[src/rtl/countdown_timer.sv]
// Loadable, pausable countdown timer with a prescaled decrement, a one-cycle
// terminal-count pulse and an optional auto-reload for periodic ticks.
module countdown_timer #(
   parameter int N   = 4,
   parameter int DIV = 1
) (
   input  logic         clk,
   input  logic         rst,
   input  logic [N-1:0] load_val,
   input  logic         start,
   input  logic         stop,
   input  logic         clear,
   input  logic         auto_reload,
   output logic [N-1:0] q,
   output logic         busy,
   output logic         tc,
   output logic         done
);

   localparam int PW = (DIV > 1) ? $clog2(DIV) : 1;
   localparam logic [PW-1:0] PLAST = PW'(DIV - 1);

   typedef enum logic [1:0] {IDLE, RUN, PAUSE, DONE} state_t;

   state_t         state, state_d;
   logic [N-1:0]   q_d;
   logic [N-1:0]   load_reg, load_d;
   logic [PW-1:0]  presc, presc_d;
   logic           tc_d;
   logic           tick;

   // Decrement that holds at zero, so q can never wrap to all-ones.
   function automatic logic [N-1:0] dec_sat(input logic [N-1:0] v);
      return (v == '0) ? v : v - N'(1);
   endfunction

   assign tick = (presc == PLAST);

   always_ff @(posedge clk or negedge rst) begin
      if (!rst) begin
         state    <= IDLE;
         q        <= '0;
         load_reg <= '0;
         presc    <= '0;
         tc       <= 1'b0;
      end else begin
         state    <= state_d;
         q        <= q_d;
         load_reg <= load_d;
         presc    <= presc_d;
         tc       <= tc_d;
      end
   end

   always_comb begin
      state_d = state;
      q_d     = q;
      load_d  = load_reg;
      presc_d = presc;
      tc_d    = 1'b0;
      if (clear) begin
         state_d = IDLE;
         q_d     = '0;
         presc_d = '0;
      end else begin
         unique case (state)
            IDLE, DONE: begin
               if (start) begin
                  load_d  = load_val;
                  presc_d = '0;
                  // A zero load is an immediate timeout; reload is not honoured.
                  if (load_val == '0) begin
                     q_d     = '0;
                     tc_d    = 1'b1;
                     state_d = DONE;
                  end else begin
                     q_d     = load_val;
                     state_d = RUN;
                  end
               end
            end
            RUN: begin
               // stop wins over a coincident tick: q and prescaler freeze as-is.
               if (stop) begin
                  state_d = PAUSE;
               end else if (tick) begin
                  presc_d = '0;
                  if (q > N'(1)) begin
                     q_d = dec_sat(q);
                  end else begin
                     tc_d = 1'b1;
                     if (auto_reload) begin
                        q_d = load_reg;
                     end else begin
                        q_d     = '0;
                        state_d = DONE;
                     end
                  end
               end else begin
                  presc_d = presc + PW'(1);
               end
            end
            PAUSE: begin
               if (start && !stop) state_d = RUN;
            end
            default: state_d = IDLE;
         endcase
      end
   end

   assign busy = (state == RUN) || (state == PAUSE);
   assign done = (state == DONE);

endmodule

[config.mk]
export PLATFORM = sky130hd
export DESIGN_NAME = countdown_timer
export DESIGN_NICKNAME = d
export VERILOG_FILES = /design/src/rtl/countdown_timer.sv
export SDC_FILE = /design/constraint.sdc
export NUM_CORES = 1
export LEC_CHECK = 0
export CAP_MARGIN = 40
export CORE_MARGIN = 1.5
export CORE_UTILIZATION = 40
export DETAILED_ROUTE_END_ITERATION = 12
export GPL_ROUTABILITY_DRIVEN = 0
export PLACE_DENSITY = 0.66
export SYNTH_ARGS = -nofsm -noshare
export SYNTH_HDL_FRONTEND = slang
export SYNTH_SLANG_ARGS = --single-unit
[constraint.sdc]
create_clock -name clk -period 4.09 [get_ports clk]
set_clock_uncertainty 0.2 [all_clocks]
set_input_delay 0.818 -clock clk [delete_from_list [all_inputs] [get_ports clk]]
set_output_delay 0.818 -clock clk [all_outputs]
set_load 0.02 [all_outputs]
# After elaboration in Yosys (flattened, before gate mapping)
# Index checks and enable logic that the tools add are counted.
# op_classes
addsub,2
magnitude_cmp,1
eq_ne,11
muxes,30
n_bitwise,1
n_reduce_logical,12
# op_table
operator,count
4-bit two-way mux,8
2-bit two-way mux,8
4-bit != test (second input constant),4
3-bit != test (second input constant),4
1-bit two-way mux,10
5-bit AND reduction,2
4-bit zero test,2
4-bit one-hot mux with 2 select lines,1
2-bit one-hot mux with 3 select lines,1
3-bit AND reduction,2
2-bit equality test (second input constant),2
4-bit by 1-bit > comparator with 1-bit output (second input constant),1
1-bit one-hot mux with 2 select lines,2
4-bit by 1-bit subtractor with 4-bit output (second input constant),1
3-bit nonzero test,1
2-bit by 1-bit equality test with 1-bit output (second input constant),1
2-bit zero test,1
2-bit OR reduction,1
1-bit adder (second input constant),1
1-bit logical AND,1
1-bit zero test,1
1-bit logical OR,1
1-bit inverter,1
# word_totals
regBits,12
in_bits,10
output_inout_bits,7
wordCells,62

# Depth between registers and ports, before layout
# logic_depth
word_depth,7
ltp_mapped,7
ltp_nobuf,6

# Worst setup path before layout
# Ideal clock, no wire load.
# synth_path
path_type,in2reg
startpoint,in clear
endpoint,reg q[3]
setup_ps,67
arrival_ps,1719
required_ps,3823
slack_ps,2104
cell_stages,4
n_path_buf,1
path_cell_list,buf_2 or4_1 a21oi_1 a221o_1
# synth_between
elab_chain_len,2
word_cells_on_any_way,7
# synth_lines
element,line_no,text
from (decl),12,"input logic clear,"
"4-bit != test (no source line), or another cell as far along",-,
5-bit AND reduction (no source line),-,
to (signal assigned),48,q <= q_d;
to (decl),14,"output logic [N-1:0] q,"
# Several ways; a longest one is shown, not always the timed one.
# A chain may end at the register's enable or synchronous reset.

# Final worst setup path
# layout_path
startpoint,reg state[0]
endpoint,out busy
# layout_between
elab_chain_len,2
word_cells_on_any_way,3
# layout_lines
element,line_no,text
from (decl),25,"state_t state, state_d;"
from (signal assigned),47,state <= state_d;
2-bit by 1-bit equality test with 1-bit output or 2-bit equality test (tied branches),111,assign busy = (state == RUN) || (state == PAUSE);
1-bit logical OR (*),111,
to (decl),15,"output logic busy,"
# Every way passes the cells marked *; elsewhere a longest branch is shown, timed or not.

==> results.cfg <==
[grt]
grt_overflow_total = 0
grt.total_usage = 0.1883
grt_max_degree = 12
antenna_found_initial = 0
grt_pass1_wl_mm = 2.829
grt_pass1_vias = 598

[outcome]
outcome = finished clean

[power]
power_leakage_nw = 0.4117
vdd_ir_drop_max_uv = 307.2
p_per_area_nw_per_um2 = 696.1

[worst_setup_path]
r2r_end = q[3]
timing.rr.start = state[1]
crit_required_ns = 3.07
cp-end-kind = output port
crit_path_top_delay_cell = clkdlybuf4s50_1
cpPeakStageDelay_ns = 0.59
cp-start-kind = register
worstRegToRegCells = 6
cpMostUsedCell = inv_1
crit_arrival_ns = 1.81
critical_path_class = register to output port
crit_fanout = 7
r2r_slack_ns = 2.01
crit_path_cell_trace = inv_1 -> ha_1 -> inv_1 -> clkdlybuf4s50_1

[detailed_routing]
dr.first_iter.drc_count = 30
dr_wl_met3_um = 126
antenna_left = 0
met1_length_um = 827
viasPerCell = 5.672
firstDrtPassIters = 4
wl_met2_um = 708
maxUsedRoutingLayer = met4
wl_mm = 1.687
vias = 675
avgRoutedWirePerCell_um = 14.18
drc = 0

[clock_tree]
path_clk_slew_ns = 0.07
cts_post_setup_buffers_inserted = 0
cts_tree = yes
post_cts_resized = 0
holdBufCountCts = 0
ctsLongestPathBuffers = 2
cts_sinks = 11
cts_buffers = 3
htree_levels = 1
clk_latency_ns = 0.27
cts_root_buf = clkbuf_4

[place]
hpwl_mm = 1.291
portBuffers = 16

[sta]
setup_viol = 0
slew_viol_final = 0
timing.fmax_ghz = 0.3535
post-route-period-util = 0.6916
rsz0062_at_grt = no
worst_pin_slew_ns = 0.5095
timing.hold.ws_ns = 0.3224
hold_viol_final = 0
min_period_ns = 2.829
finalSetupTns_ns = 0
slew_headroom = 0.6577

[synth]
yosysTopAreaCell = dfrtp_1
synth_nets = 92
netlist_area_um2 = 779.5
synth_seq_cells = 11
synth_top_area_share = 0.3531
yosys_most_used_dff = dfrtp_1
syn_inst = 77
yosysWarnings = 0
synthArstFlopShare = 1.000
ys_types = 36
synth.area.top_cells = dfrtp_1 35%, ha_1 8.0%, mux2_2 5.8%
syn_avg_cell_area_um2 = 10.12
synth_edf_count = 0
synth-seq-area-share = 0.3531

[cells_and_area]
nets = 110
final_cell_mix = 16 x clkdlybuf4s50_1, 11 x dfrtp_1, 8 x inv_1
areaGrowthSynthToFinish_pct = 25.20
antenna_cells = 0
drive_gt1_frac = 0.1277
final_common_cell = clkdlybuf4s50_1

[floorplanning]
die_x_um = 47.15
core_area_um2 = 1783
rows = 15
start_util = 0.4372
die_area_um2 = 2223
pin_count = 17
die_h_um = 47.15

[hold_path]
holdCritStartpoint = load_reg[1]
min_to = load_reg[1]
hold_depth = 1
min_path_type = register to register

[flow_run]
maxCapViolations = 0
[layer usage]
metal | global-route usage | vias to the layer above
met5 | 0 | -
met4 | 0.06667 | 0
met3 | 0.03462 | 6
met2 | 0.2603 | 24
met1 | 0.2901 | 315
li1 | - | 330
[how the worst max path moves through the flow]
stage / from / endpoint / slack (ns) / depth (start not counted)
detailed placement: state[0] / busy / 1.56 / 4
floorplan: clear / q[3] / 2.10 / 4
finish: state[0] / busy / 1.26 / 4
CTS: state[0] / busy / 1.26 / 4
global route: state[0] / busy / 1.17 / 4
global placement: start / load_reg[3] / 1.57 / 4
[cell type report]
cell class                      count  area, µm²
Sequential cell                    11      275.3
Tap cell                           25      31.28
Timing Repair Buffer               16      160.2
Clock buffer                        4      26.28
Inverter                            8      30.03
Fill cell                         166      807.0
Multi-Input combinational cell     55      452.9
[Yosys cell counts (all sizes together) (2+ instances only)]
| library cell | n |
|---|---|
| dfrtp | 11 |
| inv | 8 |
| nor2 | 6 |
| a21oi | 5 |
| ha | 5 |
| mux2 | 4 |
| buf | 3 |
| nand2 | 3 |
| nand2b | 3 |
| o32ai | 3 |
| a311oi | 2 |
| nand4b | 2 |
| nor2b | 2 |
| nor3 | 2 |
| nor4b | 2 |
[logic make-up (layout without fill, tap and decap cells)]
kind of cell	Yosys count	in the layout	synth area share
buffers and inverters	11	28	0.06581
muxes	5	5	0.07062
AOI/OAI and AO/OA	22	22	0.2312
DFF	11	11	0.3531
adders and majority gates	5	5	0.08026
and+or+nand+nor	23	23	0.1990
[power by group]
group | switching, mW | total (mW) | leakage [nW] | internal [mW]
registers | 0.0494 | 0.202 | 0.141 | 0.153
clock network | 0.0386 | 0.0764 | 0.0150 | 0.0378
logic | 0.211 | 0.400 | 0.256 | 0.189
total | 0.299 | 0.679 | 0.412 | 0.380
[critical path: cells and delay by family (launching register included)]
kind,cells,cell delay (ns)
DFF,1,0.42
adders and majority gates,1,0.39
buffers and inverters,3,0.73
[through the flow]
stage          area [µm²]  utilization  worst slack, ns  instances  power [mW]
2_1_floorplan       779.5            -            2.104         77      0.4902
3_3_place_gp        949.7       0.5326            1.568        115      0.6019
3_5_place_dp        949.7       0.5326            1.558        115      0.6063
4_1_cts             975.9       0.5474            1.264        119      0.6833
5_1_grt             975.9       0.5474            1.174        119      0.7387
6_report            975.9       0.5474            1.261        119      0.6793
(Power assumes the default switching activity.)
